===== src/rtl/pcm_rom_fetch_if.sv =====
// Handshake bundles for the PCM ROM fetch front-end:
// sound-core request port and DDRAM read channel.
interface pcm_req_if;
  logic        rd;
  logic [17:0] addr;
  logic [7:0]  dout;
  logic        rdy;

  modport master (
    output rd, addr,
    input  dout, rdy
  );
  modport slave (
    input  rd, addr,
    output dout, rdy
  );
endinterface

interface ddr_rd_if;
  logic        mem_req;
  logic [17:0] mem_addr;
  logic        mem_ready;
  logic [63:0] mem_dout;

  modport master (
    output mem_req, mem_addr,
    input  mem_ready, mem_dout
  );
  modport slave (
    input  mem_req, mem_addr,
    output mem_ready, mem_dout
  );
endinterface


===== src/rtl/pcm_rom_fetch.sv =====
// Two-line LRU byte cache with next-line prefetch in
// front of the DDRAM-resident ADPCM sample ROM.
module pcm_rom_fetch (
  input  logic      clk_sys,
  input  logic      reset,
  input  logic      flush,
  pcm_req_if.slave  pcm,
  ddr_rd_if.master  mem
);

  typedef enum logic [1:0] {
    IDLE,
    DEMAND,
    PREFETCH
  } state_e;

  state_e            state_q, state_d;
  logic [1:0]        valid_q, valid_d;
  logic [1:0][14:0]  tag_q, tag_d;
  logic [1:0][63:0]  data_q, data_d;
  logic              lru_q, lru_d;
  logic              pf_pend_q, pf_pend_d;
  logic [14:0]       pf_line_q, pf_line_d;
  logic [17:0]       req_addr_q, req_addr_d;
  logic              req_pend_q, req_pend_d;
  logic              kill_q, kill_d;
  logic [7:0]        dout_q, dout_d;
  logic              rdy_q, rdy_d;
  logic              mem_req_q, mem_req_d;
  logic [17:0]       mem_addr_q, mem_addr_d;

  logic              req_v;
  logic [17:0]       req_a;
  logic [14:0]       req_line;
  logic              hit0, hit1;
  logic              serve;
  logic              srv_way;
  logic [14:0]       srv_line;
  logic [2:0]        srv_sel;
  logic [63:0]       srv_data;
  logic [14:0]       nxt;
  logic              nxt_held;

  assign pcm.dout     = dout_q;
  assign pcm.rdy      = rdy_q;
  assign mem.mem_req  = mem_req_q;
  assign mem.mem_addr = mem_addr_q;

  // A request latched during a prefetch outranks a fresh strobe
  assign req_v    = pcm.rd | req_pend_q;
  assign req_a    = req_pend_q ? req_addr_q : pcm.addr;
  assign req_line = req_a[17:3];
  assign hit0     = ~flush & valid_q[0] & (tag_q[0] == req_line);
  assign hit1     = ~flush & valid_q[1] & (tag_q[1] == req_line);

  always_comb begin
    state_d    = state_q;
    valid_d    = valid_q;
    tag_d      = tag_q;
    data_d     = data_q;
    lru_d      = lru_q;
    pf_pend_d  = pf_pend_q;
    pf_line_d  = pf_line_q;
    req_addr_d = req_addr_q;
    req_pend_d = req_pend_q;
    kill_d     = kill_q | (flush & (state_q != IDLE));
    dout_d     = dout_q;
    rdy_d      = 1'b0;
    mem_req_d  = 1'b0;
    mem_addr_d = mem_addr_q;
    serve      = 1'b0;
    srv_way    = 1'b0;
    srv_line   = '0;
    srv_sel    = '0;
    srv_data   = '0;
    nxt        = '0;
    nxt_held   = 1'b0;

    unique case (state_q)
      IDLE: begin
        if (req_v) begin
          req_pend_d = 1'b0;
          if (hit0 | hit1) begin
            serve    = 1'b1;
            srv_way  = hit1;
            srv_line = req_line;
            srv_sel  = req_a[2:0];
            srv_data = data_q[hit1];
          end else begin
            req_addr_d = req_a;
            mem_req_d  = 1'b1;
            mem_addr_d = {req_line, 3'b000};
            kill_d     = 1'b0;
            state_d    = DEMAND;
          end
        end else if (pf_pend_q && !flush) begin
          mem_req_d  = 1'b1;
          mem_addr_d = {pf_line_q, 3'b000};
          kill_d     = 1'b0;
          state_d    = PREFETCH;
        end
      end
      DEMAND: begin
        if (mem.mem_ready) begin
          valid_d[lru_q] = ~(kill_q | flush);
          tag_d[lru_q]   = req_addr_q[17:3];
          data_d[lru_q]  = mem.mem_dout;
          serve          = 1'b1;
          srv_way        = lru_q;
          srv_line       = req_addr_q[17:3];
          srv_sel        = req_addr_q[2:0];
          srv_data       = mem.mem_dout;
          state_d        = IDLE;
        end
      end
      PREFETCH: begin
        if (pcm.rd) begin
          req_pend_d = 1'b1;
          req_addr_d = pcm.addr;
        end
        if (mem.mem_ready) begin
          valid_d[lru_q] = ~(kill_q | flush);
          tag_d[lru_q]   = mem_addr_q[17:3];
          data_d[lru_q]  = mem.mem_dout;
          pf_pend_d      = 1'b0;
          state_d        = IDLE;
          // A waiting request for this very line completes on the fill
          if (req_v && !(kill_q | flush) &&
              req_line == mem_addr_q[17:3]) begin
            req_pend_d = 1'b0;
            serve      = 1'b1;
            srv_way    = lru_q;
            srv_line   = req_line;
            srv_sel    = req_a[2:0];
            srv_data   = mem.mem_dout;
          end
        end
      end
      default: state_d = IDLE;
    endcase

    if (serve) begin
      rdy_d    = 1'b1;
      dout_d   = srv_data[{srv_sel, 3'b000} +: 8];
      lru_d    = ~srv_way;
      nxt      = srv_line + 15'd1;
      nxt_held = (valid_d[0] && tag_d[0] == nxt) ||
                 (valid_d[1] && tag_d[1] == nxt);
      if (!nxt_held) begin
        pf_pend_d = 1'b1;
        pf_line_d = nxt;
      end
    end

    if (flush) begin
      valid_d   = '0;
      pf_pend_d = 1'b0;
    end
  end

  always_ff @(posedge clk_sys) begin
    if (reset) begin
      state_q    <= IDLE;
      valid_q    <= '0;
      tag_q      <= '0;
      data_q     <= '0;
      lru_q      <= 1'b0;
      pf_pend_q  <= 1'b0;
      pf_line_q  <= '0;
      req_addr_q <= '0;
      req_pend_q <= 1'b0;
      kill_q     <= 1'b0;
      dout_q     <= '0;
      rdy_q      <= 1'b0;
      mem_req_q  <= 1'b0;
      mem_addr_q <= '0;
    end else begin
      state_q    <= state_d;
      valid_q    <= valid_d;
      tag_q      <= tag_d;
      data_q     <= data_d;
      lru_q      <= lru_d;
      pf_pend_q  <= pf_pend_d;
      pf_line_q  <= pf_line_d;
      req_addr_q <= req_addr_d;
      req_pend_q <= req_pend_d;
      kill_q     <= kill_d;
      dout_q     <= dout_d;
      rdy_q      <= rdy_d;
      mem_req_q  <= mem_req_d;
      mem_addr_q <= mem_addr_d;
    end
  end

endmodule

===== src/flat_wrapper.sv =====
// flat-port wrapper written by rule: the top's interface ports become plain ports
module pcm_rom_fetch_flat 
  (clk_sys, reset, flush, pcm_rd, pcm_addr, pcm_dout, pcm_rdy, mem_mem_req, mem_mem_addr, mem_mem_ready, mem_mem_dout);
  pcm_req_if pcm_i ();
  ddr_rd_if mem_i ();
  input  logic clk_sys;
  input  logic reset;
  input  logic flush;
  input wire logic [$bits(pcm_i.rd)-1:0] pcm_rd;
  input wire logic [$bits(pcm_i.addr)-1:0] pcm_addr;
  output wire logic [$bits(pcm_i.dout)-1:0] pcm_dout;
  output wire logic [$bits(pcm_i.rdy)-1:0] pcm_rdy;
  output wire logic [$bits(mem_i.mem_req)-1:0] mem_mem_req;
  output wire logic [$bits(mem_i.mem_addr)-1:0] mem_mem_addr;
  input wire logic [$bits(mem_i.mem_ready)-1:0] mem_mem_ready;
  input wire logic [$bits(mem_i.mem_dout)-1:0] mem_mem_dout;
  assign pcm_i.rd = pcm_rd;
  assign pcm_i.addr = pcm_addr;
  assign pcm_dout = pcm_i.dout;
  assign pcm_rdy = pcm_i.rdy;
  assign mem_mem_req = mem_i.mem_req;
  assign mem_mem_addr = mem_i.mem_addr;
  assign mem_i.mem_ready = mem_mem_ready;
  assign mem_i.mem_dout = mem_mem_dout;
  pcm_rom_fetch u_core (.clk_sys(clk_sys), .reset(reset), .flush(flush), .pcm(pcm_i), .mem(mem_i));
endmodule

===== config.mk =====
export PLATFORM = sky130hd
export DESIGN_NAME = pcm_rom_fetch_flat
export DESIGN_NICKNAME = d
export VERILOG_FILES = /design/src/rtl/pcm_rom_fetch_if.sv /design/src/rtl/pcm_rom_fetch.sv /design/src/flat_wrapper.sv
export SDC_FILE = /design/constraint.sdc
export NUM_CORES = 1
export LEC_CHECK = 0
export BUFFER_PORTS_ARGS = -buffer_cell sky130_fd_sc_hd__buf_4
export CELL_PAD_IN_SITES_DETAIL_PLACEMENT = 1
export CELL_PAD_IN_SITES_GLOBAL_PLACEMENT = 2
export CORE_ASPECT_RATIO = 1.25
export CORE_MARGIN = 3
export CORE_UTILIZATION = 35
export DETAILED_ROUTE_END_ITERATION = 8
export PLACE_DENSITY = 0.78
export SLEW_MARGIN = 20
export SYNTH_ARGS = -nofsm -noshare
export SYNTH_HDL_FRONTEND = slang
export SYNTH_SLANG_ARGS = --single-unit

===== constraint.sdc =====
create_clock -name clk_sys -period 6.7 [get_ports clk_sys]
set_clock_uncertainty 0.05 [all_clocks]
set_input_delay 1.34 -clock clk_sys [delete_from_list [all_inputs] [get_ports clk_sys]]
set_output_delay 1.34 -clock clk_sys [all_outputs]
set_load 0.05 [all_outputs]

=== Yosys cells after proc, flatten, opt, wreduce, memory -nomap -nowiden ===
Cells that the tools add are included.
W data, S select, Z words.

* Equality and inequality tests: 14
* Muxes and demuxes: 77
* Add/sub/neg operators: 1
* Order comparisons: 3
* Reductions and logical operators: 22
* Bitwise logic cells: 14
* Shifts and indexed selects: 1

{| class="wikitable"
|+ Operators with widths
! cell !! number
|-
| $mux W64 || 8
|-
| $pmux W64 S3 || 1
|-
| $bwmux W128 || 1
|-
| $mux W18 || 7
|-
| $mux W15 || 6
|-
| $eq A15 B15 Y1 || 5
|-
| $demux W64 S1 || 1
|-
| $shiftx A64 B7 Y8 || 1
|-
| $bwmux W30 || 2
|-
| $mux W30 || 2
|-
| $pmux W30 S2 || 1
|-
| $pmux W15 S3 || 1
|-
| $pmux W18 S2 || 1
|-
| $mux W1 || 27
|-
| $add A15 B1 Y15 const B || 1
|-
| $demux W15 S1 || 1
|-
| $mux W3 || 5
|-
| $mux W2 || 6
|-
| $pmux W3 S3 || 1
|-
| $logic_and A1 B1 Y1 || 6
|-
| $ne A2 B2 Y1 const B || 3
|-
| $pmux W1 S3 || 2
|-
| $reduce_and A2 Y1 || 3
|-
| $reduce_and A3 Y1 || 2
|-
| other kinds (20) || 38
|}

* Register bits after elaboration: 227
* Bits of input ports: 87
* Output and inout bits: 28

=== Longest topological paths before layout ===
Gate-level depths: netlist of run 1.

* Depth in word-level cells: 13
* Mapped depth: 24
* Depth with buffers taken out: 20

=== Least setup slack after synthesis of run 1 ===
No wires, ideal clock.

* Kind: input -> register
* From: input port pcm_rd
* To: register u_core.pf_line_q[11]
* Buffers on the path: 4
* Path slack: 0.783 ns
* Stages on the path: 23
* Arrival: 5.723 ns
* Path through: clkbuf_1 > or2_2 > clkbuf_1 > nand2_1 > nor4_1 > nand4_1 > buf_2 > nor2_1 > nor2_1 > o31ai_2 > ha_1 > nand3b_1 > o41ai_1 > a21oi_1 > nor4_4 > and3_2 > xnor2_1 > xnor2_1 > and4_1 > nand4_1 > buf_2 > a21oi_1 > a211oi_2

* Word-level cells in the longest chain between the ends: 12
* Elaborated cells on any way between the ends: 19
* Classes of those cells: add/sub: 1; eq/ne: 2; mux: 8; bitwise: 2; reduce/logical: 6

{| class="wikitable"
|+ RTL lines
! item !! line !! text
|-
| start, declared || flat_wrapper.sv:9 || <nowiki>input wire logic [$bits(pcm_i.rd)-1:0] pcm_rd;</nowiki>
|-
| $or A1 B1 Y1 * || pcm_rom_fetch.sv:50 || <nowiki>assign req_v = pcm.rd | req_pend_q;</nowiki>
|-
| $logic_and A1 B1 Y1 (2 in a row) || pcm_rom_fetch.sv:128 || <nowiki>if (req_v && !(kill_q | flush) &&</nowiki>
|-
| $mux W15 || pcm_rom_fetch.sv:128 ||
|-
| $mux W15 || pcm_rom_fetch.sv:121 || <nowiki>if (mem.mem_ready) begin</nowiki>
|-
| $pmux W15 S3 || pcm_rom_fetch.sv:79 || <nowiki>unique case (state_q)</nowiki>
|-
| $add A15 B1 Y15 || pcm_rom_fetch.sv:146 || <nowiki>nxt = srv_line + 15'd1;</nowiki>
|-
| $eq A15 B15 Y1 (on tied branches) || pcm_rom_fetch.sv:147, pcm_rom_fetch.sv:148 ||
|-
| $logic_and A1 B1 Y1 (on tied branches) || pcm_rom_fetch.sv:147, pcm_rom_fetch.sv:148 ||
|-
| $logic_or A1 B1 Y1 || pcm_rom_fetch.sv:147 || <nowiki>nxt_held = (valid_d[0] && tag_d[0] == nxt) ||</nowiki>
|-
| $not A1 Y1 (no line) || - ||
|-
| $reduce_and A2 Y1 (no line) || - ||
|-
| end signal, assigned || pcm_rom_fetch.sv:184 || <nowiki>pf_line_q <= pf_line_d;</nowiki>
|-
| end, declared || pcm_rom_fetch.sv:23 || <nowiki>logic [14:0] pf_line_q, pf_line_d;</nowiki>
|}

Mark *: on every way between the ends. The rest lies on a longest branch, timed or not.
A chain may end at the register's enable or synchronous reset.

=== Worst setup path in the final report of run 1 ===
* From: register u_core.req_pend_q
* To: register u_core.pf_line_q[2]

* Word-level cells in the longest chain between the ends: 13
* Elaborated cells on any way between the ends: 28
* Classes of those cells: add/sub: 1; eq/ne: 5; mux: 11; bitwise: 5; reduce/logical: 6

{| class="wikitable"
|+ RTL lines
! item !! line !! text
|-
| start, declared || pcm_rom_fetch.sv:25 || <nowiki>logic req_pend_q, req_pend_d;</nowiki>
|-
| start signal, assigned || pcm_rom_fetch.sv:186 || <nowiki>req_pend_q <= req_pend_d;</nowiki>
|-
| $mux W18 || pcm_rom_fetch.sv:51 || <nowiki>assign req_a = req_pend_q ? req_addr_q : pcm.addr;</nowiki>
|-
| $eq A15 B15 Y1 (on tied branches) || pcm_rom_fetch.sv:53, pcm_rom_fetch.sv:54 ||
|-
| $and A1 B1 Y1 (on tied branches) || pcm_rom_fetch.sv:53, pcm_rom_fetch.sv:54 ||
|-
| $or A1 B1 Y1 || pcm_rom_fetch.sv:83 || <nowiki>if (hit0 | hit1) begin</nowiki>
|-
| $mux W15 || pcm_rom_fetch.sv:83 ||
|-
| $mux W15 || pcm_rom_fetch.sv:81 || <nowiki>if (req_v) begin</nowiki>
|-
| $pmux W15 S3 || pcm_rom_fetch.sv:79 ||
|-
| $add A15 B1 Y15 || pcm_rom_fetch.sv:146 ||
|-
| $eq A15 B15 Y1 (on tied branches) || pcm_rom_fetch.sv:147, pcm_rom_fetch.sv:148 ||
|-
| $logic_and A1 B1 Y1 (on tied branches) || pcm_rom_fetch.sv:147, pcm_rom_fetch.sv:148 ||
|-
| $logic_or A1 B1 Y1 || pcm_rom_fetch.sv:147 ||
|-
| $not A1 Y1 (no line) || - ||
|-
| $reduce_and A2 Y1 (no line) || - ||
|}

Several ways; a longest one is shown, not always the timed one.

==> results.yml, run 1 <==
grt:
  overflow: 0
  antenna_found_initial: 0
  grt_usage: 0.288
  grt_pass1_vias: 13100
  grt_pass1_wl_um: 83700
  grt_max_degree: 79
final_layout:
  diodes: 0
  nets: 1811
  layout-drive-gt1-share: 0.154
  final_cells: 2205
  n_fill_cell: 4328
  syn2layout_area_growth_pct: 17.3
  final_area_um2: 14600
sta:
  setup_tns_ps: 0
  grt_setup_unrepaired: "false"
  tightest_slew_ps: 1040
  relSlewSlack: 0.304
  max_clock_freq_mhz: 160
  setup_viol_count_final: 0
  finalHoldViolations: 0
  min_period_ps: 6250
  hold_ws_ps: 404
  drv_slew: 0
  post-route-period-util: 0.932
floorplanning:
  row_count: 76
  die_h_um: 217
  dieArea_um2: 37800
  start_util: 0.357
  die_x_um: 175
  io_pins: 115
  core_area_um2: 34800
clock_tree:
  cts_max_level: 1
  cts.sink_count: 224
  hold_buffers: 0
  clk_latency_ps: 560
  clock-root-buffer: "clkbuf_16"
  post_cts_buffers: 0
  cts_tree: "yes"
  path_clk_slew_ps: 60
  cts_resized: 0
  cts_buffers: 27
  clockBufferDepth: 3
drt:
  dr.first_iter.drc_count: 805
  drcViolationCount: 0
  wl_per_cell_um: 25.1
  ant_nets: 0
  vias: 12600
  vias_per_cell: 5.70
  wl_um: 55300
  dr.pass1.iters: 6
pwr:
  power_density_nw_per_um2: 239
  ir_worst_vdd_v: 0.000209
  leakagePower_nw: 5.19
  total_power_mw: 3.48
place:
  dpl_cell_area_um2: 13700
  dpl.hpwl_um: 39200
  io_buffers: 111
  gp_congestion: 1.08
  dp_cells: 2158
synthesis:
  synth.avg_cell_area_um2: 7.50
  ys_ff_latch: 224
  async_reset_ff_frac: 0
  synth_cells: 1657
  synth_ff_type: "dfxtp_1"
  seq_area_frac_synth: 0.361
  synthXorXnorAreaFrac: 0.0616
  yosysWarningCount: 0
  synth_compound_gate_area_share: 0.209
  synth-simple-area-share: 0.260
  synth_cell_type_count: 74
  synth_edf_count: 0
  synthMuxAreaShare: 0.0568
  synth_area_um2: 12400
  synth_top_family_by_area: "simple AND/OR/NAND/NOR gates"
  synth_fa_ha_area_frac: 0.00503
worst_setup_path:
  critical_path.max_fanout: 22
  critPathMostFrequentCell: "xnor2_1"
  slowest_delay_ps: 970
  regToRegStartpoint: "u_core.req_pend_q"
  crit_required_ps: 7050
  cp-start-kind: "register"
  path_cells: "mux2i_4 -> xnor2_1 -> nor4_1 -> nand4_1 -> a21oi_1 -> nor2_1 -> o21a_1 -> nor2_1 -> ha_1 -> nand3b_1 -> o41ai_1 -> a21oi_1 -> nor4_4 -> and3_2 -> xnor2_1 -> xnor2_1 -> and4_1 -> and4_4 -> nor2_2 -> a211oi_1"
  arrival_ps: 6600
  crit_type: "reg2reg"
  end_kind: "register"
  reg2reg_to: "u_core.pf_line_q[2]"
  cp_slowest_cell: "dfxtp_2"
  r2r_cells: 20
  reg2reg_setup_slack_ps: 450
status:
  status: "completed"
run:
  cap_viol_max_count: 0
worst_hold_path:
  hold_path_class: "reg2reg"
  min-delay-start: "u_core.data_q[62]"
  min_delay_worst_endpoint: "u_core.data_q[62]"
  min_delay_path_depth: 2
-- where the power goes --
| part | switching, mW | internal, mW |
|---|---|---|
| combinational | 0.388 | 0.194 |
| sequential | 0.0762 | 1.39 |
| clock | 0.610 | 0.824 |
| total | 1.07 | 2.41 |
-- state kept, by name, summed over array words and instances (netlist names) --
signal	cells
u_core.data_q	128
u_core.kill_q	1
u_core.lru_q	1
u_core.mem.mem_addr	15
u_core.mem.mem_req	1
u_core.pcm.dout	8
u_core.pcm.rdy	1
u_core.pf_line_q	15
u_core.pf_pend_q	1
u_core.req_addr_q	18
u_core.req_pend_q	1
u_core.state_q	2
u_core.tag_q	30
u_core.valid_q	2
-- cell type report --
type                       count  area, um2  area share
clock buffer                  41        768      0.0527
sequential                   224       4490       0.308
timing repair buffer         161       1220      0.0840
multi-input combinational   1295       7410       0.508
inverter                      10       37.5     0.00257
clock inverter                 6       66.3     0.00455
tap                          468        586      0.0402
-- cells in the final DEF (no fill, tap or decap), types with 9 or more instances in the layout --
cell and instances:
mux2i_1 26, a211oi_1 23, nor4_1 20, a22oi_1 35, nor3_1 13, a22o_1 18
clkbuf_1 10, nor2_1 102, o21ai_0 30, a21oi_1 203, a31oi_1 15, nand2_1 454
buf_4 159, xnor2_1 69, inv_1 10, o31ai_1 9, and3_1 28, dfxtp_1 223
o211ai_1 15, clkbuf_16 27, a211oi_2 10, xor2_1 14, nand3_1 70
-- stage by stage --
stage | utilization | setup slack, ps
final | 0.419 | 455
after global routing | 0.419 | 110
after CTS | 0.419 | 475
after detailed placement | 0.395 | 237
after global placement | 0.395 | 336
after floorplan | - | 783
-- Yosys cell counts, types with 3 or more instances --
cell type | n | area share
mux2i_4 | 8 | 0.014
nand3_1 | 71 | 0.029
a211oi_2 | 10 | 0.010
mux2i_1 | 26 | 0.021
and3_1 | 29 | 0.015
o31ai_1 | 9 | 0.0054
o21bai_1 | 3 | 0.0018
nor3_1 | 13 | 0.0052
xnor2_1 | 69 | 0.049
nand3b_1 | 3 | 0.0018
ha_1 | 5 | 0.0050
mux2i_2 | 7 | 0.0077
o211ai_1 | 15 | 0.0091
a32oi_1 | 7 | 0.0049
or3_1 | 3 | 0.0015
a211oi_1 | 23 | 0.014
clkbuf_1 | 102 | 0.031
a21oi_1 | 204 | 0.082
nand4_1 | 8 | 0.0040
nand2_1 | 454 | 0.14
a21o_1 | 3 | 0.0018
mux2_2 | 3 | 0.0027
a22oi_1 | 37 | 0.022
a31oi_1 | 15 | 0.0075
buf_1 | 13 | 0.0039
nor4_2 | 7 | 0.0070
nor2b_1 | 9 | 0.0045
buf_2 | 9 | 0.0036
mux4_2 | 6 | 0.011
a22o_1 | 20 | 0.014
o21a_1 | 4 | 0.0024
o21ai_0 | 30 | 0.012
dfxtp_1 | 224 | 0.36
o22ai_1 | 3 | 0.0015
or2_2 | 3 | 0.0015
nor4_1 | 20 | 0.010
o21ai_1 | 5 | 0.0020
nand2b_1 | 3 | 0.0015
inv_1 | 10 | 0.0030
xor2_1 | 14 | 0.0099
nor2_1 | 104 | 0.031
buf_4 | 3 | 0.0018
-- cell families (layout without fill, tap and decap cells) --
group	after synthesis	in the layout
simple gates	742	742
compound gates	410	410
flops	224	224
buf+inv	140	218
xor+xnor	85	85
mux	50	50
fa+ha+maj	5	5
other cells	1	3
-- worst max-delay path: cells and delay by family (launching register included) --
family / cells / cell delay, ps
multiplexers: 1 / 630
AND/OR/NAND/NOR: 10 / 2540
adder cells (fa/ha/maj): 1 / 260
XOR/XNOR: 3 / 600
AO/OA/AOI/OAI: 5 / 1030
flip-flops: 1 / 970
-- metal layers --
layer  GRT usage  vias up  wire, um
li1            -     5874         -
met1       0.327     6146     21300
met2       0.504      379     27000
met3      0.0361      176      2380
met4       0.198        0      4550
met5           0        -         0
-- how the worst max path moves through the flow --
stage	start	to	slack [ps]	cells past startpoint
after detailed placement	pcm_addr[5]	u_core.pf_line_q[2]	240	21
after CTS	u_core.req_pend_q	u_core.pf_line_q[2]	480	20
final	u_core.req_pend_q	u_core.pf_line_q[2]	450	20
after floorplan	pcm_rd	u_core.pf_line_q[11]	780	23
after global placement	pcm_addr[5]	u_core.pf_line_q[2]	340	21
after global routing	u_core.req_pend_q	u_core.pf_line_q[2]	110	20
No activity file was read; power rests on OpenSTA's default activity.
==> inputs of run 2 (changes only) <==
Settings changed: ABC_AREA set to 1, CORE_UTILIZATION 35 to 33, PLACE_DENSITY 0.78 to 0.79.
==> run 2 against run 1 <==
  * Core utilization fell by 3.2 points
  * Highest routed layer is now met5
  * Synthesized area rose by 5.6%
  * Largest cell class unchanged
  * Combinational power is 59% higher
==> results.yml, run 2 <==
clock_tree:
  cts_buffers: 27
  cts_resized: 0
  cts_max_level: 1
  post_cts_buffers: 0
  clk_latency_ps: 560
  cts_tree: "yes"
  clockBufferDepth: 3
  clock-root-buffer: "clkbuf_16"
  hold_buffers: 0
  cts.sink_count: 224
  path_clk_slew_ps: 60
worst_setup_path:
  critPathMostFrequentCell: "nand2_1"
  cp_top_family: "simple AND/OR/NAND/NOR gates"
  reg2reg_to: "u_core.pf_line_q[4]"
  end_kind: "register"
  crit_required_ps: 7100
  arrival_ps: 5490
  r2r_cells: 27
  slowest_delay_ps: 530
  cp-start-kind: "register"
  critical_path.max_fanout: 48
  path_buf_inv: 1
  cp_slowest_cell: "inv_2"
  reg2reg_setup_slack_ps: 1610
  crit_type: "reg2reg"
  regToRegStartpoint: "u_core.req_pend_q"
grt:
  grt_usage: 0.272
  grt_pass1_vias: 14900
  grt_pass1_wl_um: 88600
  grt_max_degree: 89
  antenna_found_initial: 2
  overflow: 0
synthesis:
  synth_cell_type_count: 45
  yosysTopAreaCellShare: 0.341
  synth_ff_type: "dfxtp_1"
  ys_ff_latch: 224
  yosysWarningCount: 0
  yosysMostFrequentCell: "nand2_1"
  synth_area_leaders: "dfxtp_1 (34%), nand2_1 (12%), o21ai_0 (10%)"
  async_reset_ff_frac: 0
  synth.avg_cell_area_um2: 6.24
  synth_top_cell_by_area: "dfxtp_1"
  synth.cells.most_frequent: "nand2_1 (417), nor2_1 (309), o21ai_0 (270)"
  synth_cells: 2104
  seq_area_frac_synth: 0.341
  synth_edf_count: 0
  synth_area_um2: 13100
sta:
  finalHoldViolations: 0
  tightest_slew_ps: 943
  setup_tns_ps: 0
  drv_slew: 0
  grt_setup_unrepaired: "false"
  post-route-period-util: 0.760
  min_period_ps: 5090
  setup_viol_count_final: 0
  max_clock_freq_mhz: 196
  relSlewSlack: 0.372
place:
  io_buffers: 111
  dpl.hpwl_um: 42400
  dpl_cell_area_um2: 14300
  gp_congestion: 0.975
floorplanning:
  row_count: 81
  start_util: 0.335
  die_x_um: 184
  io_pins: 115
  core_area_um2: 39200
  die_h_um: 229
  dieArea_um2: 42300
drt:
  dr.first_iter.drc_count: 739
  dr.pass1.iters: 5
  vias_per_cell: 5.38
  wl_um: 58600
  vias: 14300
  wl_per_cell_um: 22.0
  ant_nets: 0
  drcViolationCount: 0
pwr:
  ir_worst_vdd_v: 0.000188
  power_density_nw_per_um2: 261
  leakagePower_nw: 6.52
status:
  status: "completed"
final_layout:
  layout-drive-gt1-share: 0.107
  biggestRegsByFlops: "u_core.data_q x128, u_core.tag_q x30, u_core.req_addr_q x18"
  largest_register_ffs: 128
  final_common_cell: "nand2_1"
  syn2layout_area_growth_pct: 15.4
  layout_common_cells: "nand2_1 (415), nor2_1 (305), o21ai_0 (270), inv_1 (265), dfxtp_1 (224)"
  final_area_um2: 15200
  diodes: 0
  nets: 2237
  regMostFlops: "u_core.data_q"
worst_hold_path:
  min_delay_path_depth: 2
  min_delay_worst_endpoint: "u_core.data_q[125]"
  hold_path_class: "reg2reg"
  min-delay-start: "u_core.data_q[125]"
run:
  cap_viol_max_count: 0
run 2: cell types whose count changed after synthesis, sizes merged, moves of 15 or more:
cell | before | now
o22ai | 5 | 44
nor4 | 28 | 0
a221oi | 1 | 32
mux2i | 41 | 0
and3 | 30 | 0
a211oi | 33 | 1
o21ai | 36 | 271
a21oi | 205 | 121
nand3 | 71 | 173
nor2 | 105 | 319
xnor2 | 69 | 0
a22o | 20 | 5
inv | 10 | 274
run 2: metrics by stage:
step | hold WS, ps | worst slack (ps) | power (mW) | std cells | utilization
5_1_grt | 414 | 1080 | 4.17 | 2663 | 0.387
6_report | 401 | 1610 | 3.96 | 2663 | 0.387
3_5_place_dp | 393 | 1110 | 2.50 | 2614 | 0.364
4_1_cts | 402 | 1640 | 4.01 | 2663 | 0.387
3_3_place_gp | 383 | 1240 | 2.48 | 2614 | 0.364
2_1_floorplan | 375 | 2650 | 2.14 | 2106 | -
run 2: area by class of cell:
cell class | count | area (um2)
multi-input combinational | 1486 | 7150
timing repair buffer | 129 | 981
tap | 498 | 623
inverter | 277 | 1040
clock inverter | 7 | 68.8
clock buffer | 42 | 812
sequential | 224 | 4480
fill | 5154 | 24100
run 2: layer usage:
| layer | vias up | wire, um | track usage | share of wire |
|---|---|---|---|---|
| li1 | 6949 | - | - | - |
| met1 | 6929 | 22100 | 0.294 | 0.38 |
| met2 | 297 | 29000 | 0.475 | 0.49 |
| met3 | 161 | 2560 | 0.0488 | 0.044 |
| met4 | 2 | 4890 | 0.191 | 0.083 |
| met5 | - | 15 | 0 | 0.00026 |
run 2: worst register-to-register path: stages, from the launching register on:
cell	delay [ps]
dfxtp_1	320
inv_2	530
nand2_1	340
nand3_1	210
nand2_1	60
nor2_1	110
nand2_1	70
nor2_1	190
nand2_4	310
nand2_2	240
nand2_4	100
nand2_4	160
nand2_1	90
nand2_2	130
ha_1	200
nand4_1	220
nand2_1	250
nor2_1	60
nor3_1	270
nand3_1	110
nor2_1	150
nand2_1	70
nor2_1	130
nand2_2	80
nand3_4	320
nand2_1	110
nand2_1	80
nor2_1	50
run 2: how the worst max path moves through the flow:
stage	startpoint	endpoint	slack (ps)	depth (start not counted)
floorplan	pcm_addr[7]	u_core.pf_line_q[13]	2650	31
global placement	pcm_addr[16]	u_core.pf_line_q[6]	1240	28
detailed placement	pcm_addr[7]	u_core.pf_line_q[9]	1110	29
CTS	u_core.req_pend_q	u_core.pf_line_q[9]	1640	27
global route	u_core.req_pend_q	u_core.pf_line_q[1]	1080	27
finish	u_core.req_pend_q	u_core.pf_line_q[4]	1610	27
run 2: where the power goes:
group	internal [mW]	total, mW	switching [mW]
clock network	0.866	1.49	0.621
registers	1.46	1.54	0.0836
logic	0.263	0.928	0.666
total	2.59	3.96	1.37
run 2: cell families (layout without fill, tap and decap cells):
group / count (synthesis) / count (layout) / synth area share
xor gates and xnor gates: 6 / 6 / 0.00724
AOI/OAI and AO/OA: 528 / 528 / 0.227
other: 1 / 3 / 0.000285
DFF: 224 / 224 / 0.341
buffers and inverters: 396 / 455 / 0.119
adders and majority gates: 5 / 5 / 0.00476
and+or+nand+nor: 944 / 944 / 0.301
